[src/rtl/seat_scan.sv]
`default_nettype none
// ============================================================================
//  Module      : seat_scan
//  Description : Reader end of the seat table. Walks every seat through a
//                request/valid read port, counts seats by state, releases
//                reservations whose hold time has run out by writing the seat
//                back to free, and publishes a registered occupancy summary
//                once per completed scan.
//
//  Ports
//    clk_scan                 : clock
//    rst_scan                 : synchronous active-high reset
//    start                    : one-cycle scan request (ignored while busy)
//    now_time / limit_time    : current time and reservation hold limit,
//                               both sampled when a scan starts
//    rd_req / rd_addr         : read request (held until rd_valid) and seat
//    rd_valid/rd_state/rd_time: read response (one-cycle valid pulse)
//    wr_en / wr_addr          : one-cycle clear strobe and seat
//    wr_state / wr_time       : always free / latched scan time
//    busy                     : scan in progress
//    scan_done                : one-cycle pulse, summary counters updated
//    scan_err                 : one-cycle pulse, scan aborted (read timeout)
//    free_cnt .. occ_cnt      : per-state counts of the last good scan
//    expired_cnt              : reservations cleared in the last good scan
//
//  Revision    : 1.0  initial release
// ============================================================================
module seat_scan #(
    parameter int NUM_SEATS  = 32,
    parameter int TW         = 11,
    parameter int RD_TIMEOUT = 15
) (
    input  logic          clk_scan,
    input  logic          rst_scan,
    input  logic          start,
    input  logic [TW-1:0] now_time,
    input  logic [TW-1:0] limit_time,
    output logic          rd_req,
    output logic [4:0]    rd_addr,
    input  logic          rd_valid,
    input  logic [1:0]    rd_state,
    input  logic [TW-1:0] rd_time,
    output logic          wr_en,
    output logic [4:0]    wr_addr,
    output logic [1:0]    wr_state,
    output logic [TW-1:0] wr_time,
    output logic          busy,
    output logic          scan_done,
    output logic          scan_err,
    output logic [5:0]    free_cnt,
    output logic [5:0]    resv_cnt,
    output logic [5:0]    away_cnt,
    output logic [5:0]    occ_cnt,
    output logic [5:0]    expired_cnt
);

    // ------------------------------------------------------------------------
    // Constants
    // ------------------------------------------------------------------------
    localparam logic [2:0] c_IDLE  = 3'd0;
    localparam logic [2:0] c_REQ   = 3'd1;
    localparam logic [2:0] c_WAIT  = 3'd2;
    localparam logic [2:0] c_EVAL  = 3'd3;
    localparam logic [2:0] c_CLEAR = 3'd4;
    localparam logic [2:0] c_DONE  = 3'd5;

    localparam logic [1:0] c_ST_FREE = 2'd0;
    localparam logic [1:0] c_ST_RESV = 2'd1;
    localparam logic [1:0] c_ST_AWAY = 2'd2;
    localparam logic [1:0] c_ST_OCC  = 2'd3;

    // Wait counter only has to reach RD_TIMEOUT-1: the cycle that would make
    // it RD_TIMEOUT is the abort cycle itself.
    localparam int               c_WCW       = (RD_TIMEOUT < 2) ? 1 : $clog2(RD_TIMEOUT);
    localparam logic [c_WCW-1:0] c_WAIT_LAST = c_WCW'(RD_TIMEOUT - 1);
    localparam logic [4:0]       c_LAST_ADDR = 5'(NUM_SEATS - 1);

    // ------------------------------------------------------------------------
    // State
    // ------------------------------------------------------------------------
    logic [2:0]       r_state;
    logic [2:0]       w_next_state;
    logic [4:0]       r_addr;
    logic [c_WCW-1:0] r_wait_cnt;
    logic [TW-1:0]    r_now;
    logic [TW-1:0]    r_limit;
    logic [1:0]       r_cap_state;
    logic [TW-1:0]    r_cap_time;

    // Working counters for the scan in progress
    logic [5:0]       r_free_w;
    logic [5:0]       r_resv_w;
    logic [5:0]       r_away_w;
    logic [5:0]       r_occ_w;
    logic [5:0]       r_exp_w;

    // Published summary and status
    logic             r_busy;
    logic             r_scan_done;
    logic             r_scan_err;
    logic [5:0]       r_free;
    logic [5:0]       r_resv;
    logic [5:0]       r_away;
    logic [5:0]       r_occ;
    logic [5:0]       r_exp;

    // ------------------------------------------------------------------------
    // Combinational decode
    // ------------------------------------------------------------------------
    logic [TW-1:0] w_elapsed;
    logic          w_expired;
    logic          w_last;
    logic          w_wait_expired;
    logic          w_advance;
    logic          w_step;

    // Unsigned TW-bit subtraction wraps naturally, so a stamp taken just
    // before the time counter rolled over still yields the true elapsed time.
    assign w_elapsed      = r_now - r_cap_time;
    assign w_expired      = (r_cap_state == c_ST_RESV) && (w_elapsed > r_limit);
    assign w_last         = (r_addr == c_LAST_ADDR);
    assign w_wait_expired = (r_wait_cnt == c_WAIT_LAST);

    // A seat is finished either in EVAL (nothing to clear) or in CLEAR.
    assign w_advance = ((r_state == c_EVAL) && !w_expired) || (r_state == c_CLEAR);
    assign w_step    = w_advance && !w_last;

    // ------------------------------------------------------------------------
    // Next-state logic
    // ------------------------------------------------------------------------
    always_comb begin
        w_next_state = r_state;
        case (r_state)
            c_IDLE: begin
                if (start) begin
                    w_next_state = c_REQ;
                end
            end
            c_REQ: begin
                w_next_state = c_WAIT;
            end
            c_WAIT: begin
                if (rd_valid) begin
                    w_next_state = c_EVAL;
                end else if (w_wait_expired) begin
                    w_next_state = c_IDLE;
                end
            end
            c_EVAL: begin
                if (w_expired) begin
                    w_next_state = c_CLEAR;
                end else if (w_last) begin
                    w_next_state = c_DONE;
                end else begin
                    w_next_state = c_REQ;
                end
            end
            c_CLEAR: begin
                if (w_last) begin
                    w_next_state = c_DONE;
                end else begin
                    w_next_state = c_REQ;
                end
            end
            c_DONE: begin
                w_next_state = c_IDLE;
            end
            default: begin
                w_next_state = c_IDLE;
            end
        endcase
    end

    always_ff @(posedge clk_scan) begin
        if (rst_scan) begin
            r_state <= c_IDLE;
        end else begin
            r_state <= w_next_state;
        end
    end

    // ------------------------------------------------------------------------
    // Scan address, latched scan parameters, read capture, wait counter
    // ------------------------------------------------------------------------
    always_ff @(posedge clk_scan) begin
        if (rst_scan) begin
            r_addr      <= 5'd0;
            r_now       <= '0;
            r_limit     <= '0;
            r_cap_state <= 2'd0;
            r_cap_time  <= '0;
            r_wait_cnt  <= '0;
        end else begin
            if ((r_state == c_IDLE) && start) begin
                r_addr  <= 5'd0;
                r_now   <= now_time;
                r_limit <= limit_time;
            end else if (w_step) begin
                r_addr <= r_addr + 5'd1;
            end

            if (r_state == c_REQ) begin
                r_wait_cnt <= '0;
            end else if ((r_state == c_WAIT) && !rd_valid && !w_wait_expired) begin
                r_wait_cnt <= r_wait_cnt + 1'b1;
            end

            if ((r_state == c_WAIT) && rd_valid) begin
                r_cap_state <= rd_state;
                r_cap_time  <= rd_time;
            end
        end
    end

    // ------------------------------------------------------------------------
    // Working counters
    // ------------------------------------------------------------------------
    always_ff @(posedge clk_scan) begin
        if (rst_scan) begin
            r_free_w <= 6'd0;
            r_resv_w <= 6'd0;
            r_away_w <= 6'd0;
            r_occ_w  <= 6'd0;
            r_exp_w  <= 6'd0;
        end else if ((r_state == c_IDLE) && start) begin
            r_free_w <= 6'd0;
            r_resv_w <= 6'd0;
            r_away_w <= 6'd0;
            r_occ_w  <= 6'd0;
            r_exp_w  <= 6'd0;
        end else if (r_state == c_EVAL) begin
            if (w_expired) begin
                // Released seat ends the scan as free.
                r_exp_w  <= r_exp_w + 6'd1;
                r_free_w <= r_free_w + 6'd1;
            end else begin
                case (r_cap_state)
                    c_ST_FREE: r_free_w <= r_free_w + 6'd1;
                    c_ST_RESV: r_resv_w <= r_resv_w + 6'd1;
                    c_ST_AWAY: r_away_w <= r_away_w + 6'd1;
                    c_ST_OCC:  r_occ_w  <= r_occ_w  + 6'd1;
                    default:   r_free_w <= r_free_w;
                endcase
            end
        end
    end

    // ------------------------------------------------------------------------
    // Status pulses and published summary
    // ------------------------------------------------------------------------
    always_ff @(posedge clk_scan) begin
        if (rst_scan) begin
            r_busy      <= 1'b0;
            r_scan_done <= 1'b0;
            r_scan_err  <= 1'b0;
            r_free      <= 6'd0;
            r_resv      <= 6'd0;
            r_away      <= 6'd0;
            r_occ       <= 6'd0;
            r_exp       <= 6'd0;
        end else begin
            r_scan_done <= 1'b0;
            r_scan_err  <= 1'b0;

            if ((r_state == c_IDLE) && start) begin
                r_busy <= 1'b1;
            end

            // Read timeout: abandon the scan, keep the previous summary.
            if ((r_state == c_WAIT) && !rd_valid && w_wait_expired) begin
                r_busy     <= 1'b0;
                r_scan_err <= 1'b1;
            end

            if (r_state == c_DONE) begin
                r_busy      <= 1'b0;
                r_scan_done <= 1'b1;
                r_free      <= r_free_w;
                r_resv      <= r_resv_w;
                r_away      <= r_away_w;
                r_occ       <= r_occ_w;
                r_exp       <= r_exp_w;
            end
        end
    end

    // ------------------------------------------------------------------------
    // Outputs
    // ------------------------------------------------------------------------
    // Read request spans REQ and every WAIT cycle; writes only happen in
    // CLEAR, so the two ports are never active together.
    assign rd_req      = (r_state == c_REQ) || (r_state == c_WAIT);
    assign rd_addr     = r_addr;
    assign wr_en       = (r_state == c_CLEAR);
    assign wr_addr     = r_addr;
    assign wr_state    = c_ST_FREE;
    assign wr_time     = r_now;

    assign busy        = r_busy;
    assign scan_done   = r_scan_done;
    assign scan_err    = r_scan_err;
    assign free_cnt    = r_free;
    assign resv_cnt    = r_resv;
    assign away_cnt    = r_away;
    assign occ_cnt     = r_occ;
    assign expired_cnt = r_exp;

endmodule
`default_nettype wire

[config.mk]
export PLATFORM = sky130hd
export DESIGN_NAME = seat_scan
export DESIGN_NICKNAME = d
export VERILOG_FILES = /design/src/rtl/seat_scan.sv
export SDC_FILE = /design/constraint.sdc
export NUM_CORES = 1
export LEC_CHECK = 0
export BUFFER_PORTS_ARGS = -buffer_cell sky130_fd_sc_hd__buf_4
export CAP_MARGIN = 20
export CORE_MARGIN = 1
export CORE_UTILIZATION = 55
export CTS_BUF_LIST = sky130_fd_sc_hd__clkbuf_4 sky130_fd_sc_hd__clkbuf_8
export CTS_CLUSTER_DIAMETER = 40
export CTS_CLUSTER_SIZE = 24
export DETAILED_ROUTE_END_ITERATION = 8
export PLACE_DENSITY = 0.88
export SYNTH_ARGS = -nofsm -noshare
export SYNTH_HDL_FRONTEND = slang
export SYNTH_SLANG_ARGS = --single-unit
[constraint.sdc]
create_clock -name clk_scan -period 6.1 [get_ports clk_scan]
set_input_delay 0.61 -clock clk_scan [delete_from_list [all_inputs] [get_ports clk_scan]]
set_output_delay 0.61 -clock clk_scan [all_outputs]
set_load 0.01 [all_outputs]
==> run summary <==
The run finished with clean final reports. The HPWL after detailed placement came out at ~8500 microns. The multi-input gate area in the final layout came out at roughly 2500 sq um.

The final layout contains ~720 nets. The largest net degree at the start of global routing came out at 49. The synthesized design contains 0 enable-type register cells.

Static timing analysis puts the maximum clock frequency at 232 MHz. The placer congestion estimate came out at between 0.8 and 0.9. The total track usage is 25.2%. The worst setup path is launched from a register. The number of setup buffers added after CTS is 0. Compared with the post-synthesis result, the final layout area differs by 18.2%. The most instantiated flip-flop cell in the synthesis netlist is dfxtp_1. Dividing the detail-routed wire length by the instance count gives roughly 16 microns. The initial antenna violation count came out at 0. Measured against its own limit, the worst slew margin works out to approximately 30%. The static leakage came out at between 2 and 2.5 nW.

The quantity of gates resized following cts is 0. The count of maximum capacitance violations came out at 0. The number of buffers between clock root and the deepest sink is 2. The number of port buffers came out at 94. The remaining global-route overflow is 0. The wire length of the first global-routing pass is 19600 microns. For the finished layout, the period the worst path requires is about 4.3 ns. The number of cells on the worst reg-to-reg path came out at 17. Setup repair after global routing left no endpoint under its margin. After layout, the worst setup slack is ~1.8 ns. The TritonCTS buffer count came out at 9.

In this run the worst hold path is classified as register to register. From left edge to right edge, the die measures between 90 and 100 microns. The synthesized netlist cell count is about 570. Ranked by total cell area, the synthesized netlist is headed by dfxtp_1, ha_1, nand2_1.

The number of synthesized register bits came out at between 100 and 150. The die boundary height came out at 97.4 microns. For this design, the CTS-stage hold fixing added 0 buffers. The final-report hold violation count is 0. The clock sink total is 110.

In this run the core area contains 34 standard-cell rows. The area inside the core boundary is around 8800 sq um. The routed wire length came out at approximately 12000 microns. The required time at the worst-slack endpoint came out at between 6 and 7 ns. The number of design rule violations left after detail routing is 0. Setup violations remaining at the end of the flow were counted as 0. The worst hold path was traced through 2 stages. The actual transition at the worst max-transition pin is 1.05 ns. The cell taking the most area after synthesis is dfxtp_1.

The part of the Yosys area used for sequential elements is between 40% and 50%. Of the cells placed in the final design, the portion with a size suffix greater than 1 is 19.4%. The post-synth design cell area is about 5000 sq um. The setup clock skew after layout is ~0.018 ns. For this run, the number of Yosys warnings is 0. The category of the most critical setup path is register to register. The initial standard-cell utilization of the core came out at 57.2%.

The later pin in the worst-skew pair is clocked with a latency of 0.39 ns. Power spread over the standard cell area amounts to 251 nW/um^2. The die area is 9490 sq um. The footprint of the flip-flops and latches is about 2200 sq um. The antenna violation net count after detailed routing is 0. The average cell area after synthesis came out at roughly 8.8 sq um. After detailed routing, the number of vias per cell comes to about 5.8. The number of distinct library cells after synthesis came out at 50. The cell chosen for the clock root is clkbuf_8. The worst endpoint data arrival time came out at between 4 and 5 ns. The vias after detailed routing came out at about 4400. The violation count after the first detailed-route iteration came out at approximately 250. Adding up every negative setup slack in the final design gives 0 ns.

The CTS H-tree depth came out at 3. The largest driver fanout on the critical path is 3. The highest-delay cell along the critical path is a2111oi_1.

The fraction of post-synthesis cell area in the top cell type by area is 44.0%. The proportion of synthesized flip-flops having asynchronous set or reset came out at 0%. The number of detailed-route iterations in the first pass came out at 5. The number of antenna cells inserted came out at 0. The worst-case setup slack after placement came out at ~2.0 ns. The largest vdd supply drop came out at between 0.15 and 0.2 mV. After layout, the worst path uses a little over two thirds of the clock period. The number of I/O pins is between 90 and 100. The max-slew violation count is 0. TritonCTS built the clock tree.

The critical path's largest stage delay came out at about 0.75 ns. The number of filler instances in the final layout came out at approximately 670. The via count of the first global-routing pass came out at 4297. The category of the worst setup path capture point is a register. After clock tree synthesis, the clock-pin slew on the worst setup and hold paths is roughly 0.11 ns.

Walking the worst path, the cells encountered are inv_1 -> ha_1 -> inv_1 -> fa_1 -> a21o_1 -> a21oi_1 -> o211ai_1 -> a31o_2 -> a21oi_1 -> xnor2_1 -> ha_1 -> nand4_1 -> a211oi_2 -> a2111oi_0 -> a2111oi_1 -> nand3_1 -> mux2i_1.
worst paths after layout:
| kind | slack [ns] | from | to |
|---|---|---|---|
| hold reg to reg | 0.46 | r_cap_time[8] | r_cap_time[8] |
| hold / removal | 0.46 | r_cap_time[8] | r_cap_time[8] |
| setup reg to reg | 1.79 | wr_time[0] | r_free_w[4] |
| setup / recovery | 1.79 | wr_time[0] | r_free_w[4] |
final cells by class:
type	count	share of cell area [%]
clock buffers	9	2.09
clock inverters	7	1.18
inverters	32	2.03
multi-input cells	397	42.9
flip-flops and latches	110	37.2
well taps	108	2.28
repair buffers	96	12.3
routing by layer:
metal	vias to the layer above	GRT usage (%)	routed length (microns)
met5	-	0	0
met4	0	12.7	388
met3	36	4.46	555
met2	157	41.5	5850
met1	2109	31.6	5110
li1	2113	-	-
critical path: cells and delay by family (launching register included):
family                   cells  cell delay [ns]
buffers and inverters        2             0.12
adder cells (fa/ha/maj)      3             0.85
XOR/XNOR                     1             0.09
AND/OR/NAND/NOR              2             0.36
multiplexers                 1             0.16
AO/OA/AOI/OAI                8             2.31
flip-flops                   1             0.33
cells in the mapped netlist (2+ instances only):
cell type and instances:
o21ai_0 7, mux2i_1 12, o31ai_1 2, a21oi_1 51, or4_1 2, clkbuf_1 26
and4_1 2, nor2b_1 3, o211ai_1 4, xnor2_1 15, nand3b_1 4, a22o_1 30
xor2_1 12, nand3_1 12, dfxtp_1 110, inv_1 32, nor3_1 7, nand2b_1 6
a31o_2 3, or2_2 3, nand4_1 9, and3_1 5, a21o_1 4, buf_4 7
nand2_1 100, ha_1 30, or3_1 7, a211oi_1 6, nor2_1 40
power breakdown:
part	internal, mW	total (mW)	switching [mW]	leakage, nW
Sequential	0.735	0.751	0.0157	0.890
Combinational	0.126	0.304	0.178	1.45
Clock	0.162	0.434	0.272	0.101
Total	1.02	1.49	0.466	2.44
through the flow:
stage	total power, mW	instances	area [sq um]	util, %	hold slack, ns
4_1_cts	1.49	758	5910	67.4	0.461
5_1_grt	1.56	759	5920	67.6	0.456
3_5_place_dp	1.06	742	5710	65.2	0.450
6_report	1.49	759	5920	67.6	0.463
2_1_floorplan	0.976	573	5010	-	0.436
3_3_place_gp	1.04	742	5710	65.2	0.445
cell families after synthesis:
group / after synthesis / synth area share [%]
other cells: 1 / 0.0749
mux: 13 / 2.62
fa+ha+maj: 31 / 7.89
xor+xnor: 27 / 4.72
buf+inv: 66 / 5.47
simple gates: 204 / 18.4
compound gates: 120 / 16.8
flops: 110 / 44.0
layout by cell type (no fill, tap or decap), drive strengths merged, types with 4 or more instances in the layout:
master	count
a21o	4
buf	96
or3	7
nand3b	4
a22o	30
clkbuf	9
mux2i	12
a211oi	7
ha	30
o21ai	8
nor3	8
xor2	12
nand4	9
nor2	40
and3	5
nand2	100
a21oi	51
inv	37
nand2b	6
o211ai	4
nand3	12
xnor2	15
dfxtp	110
(Power assumes the default switching activity.)
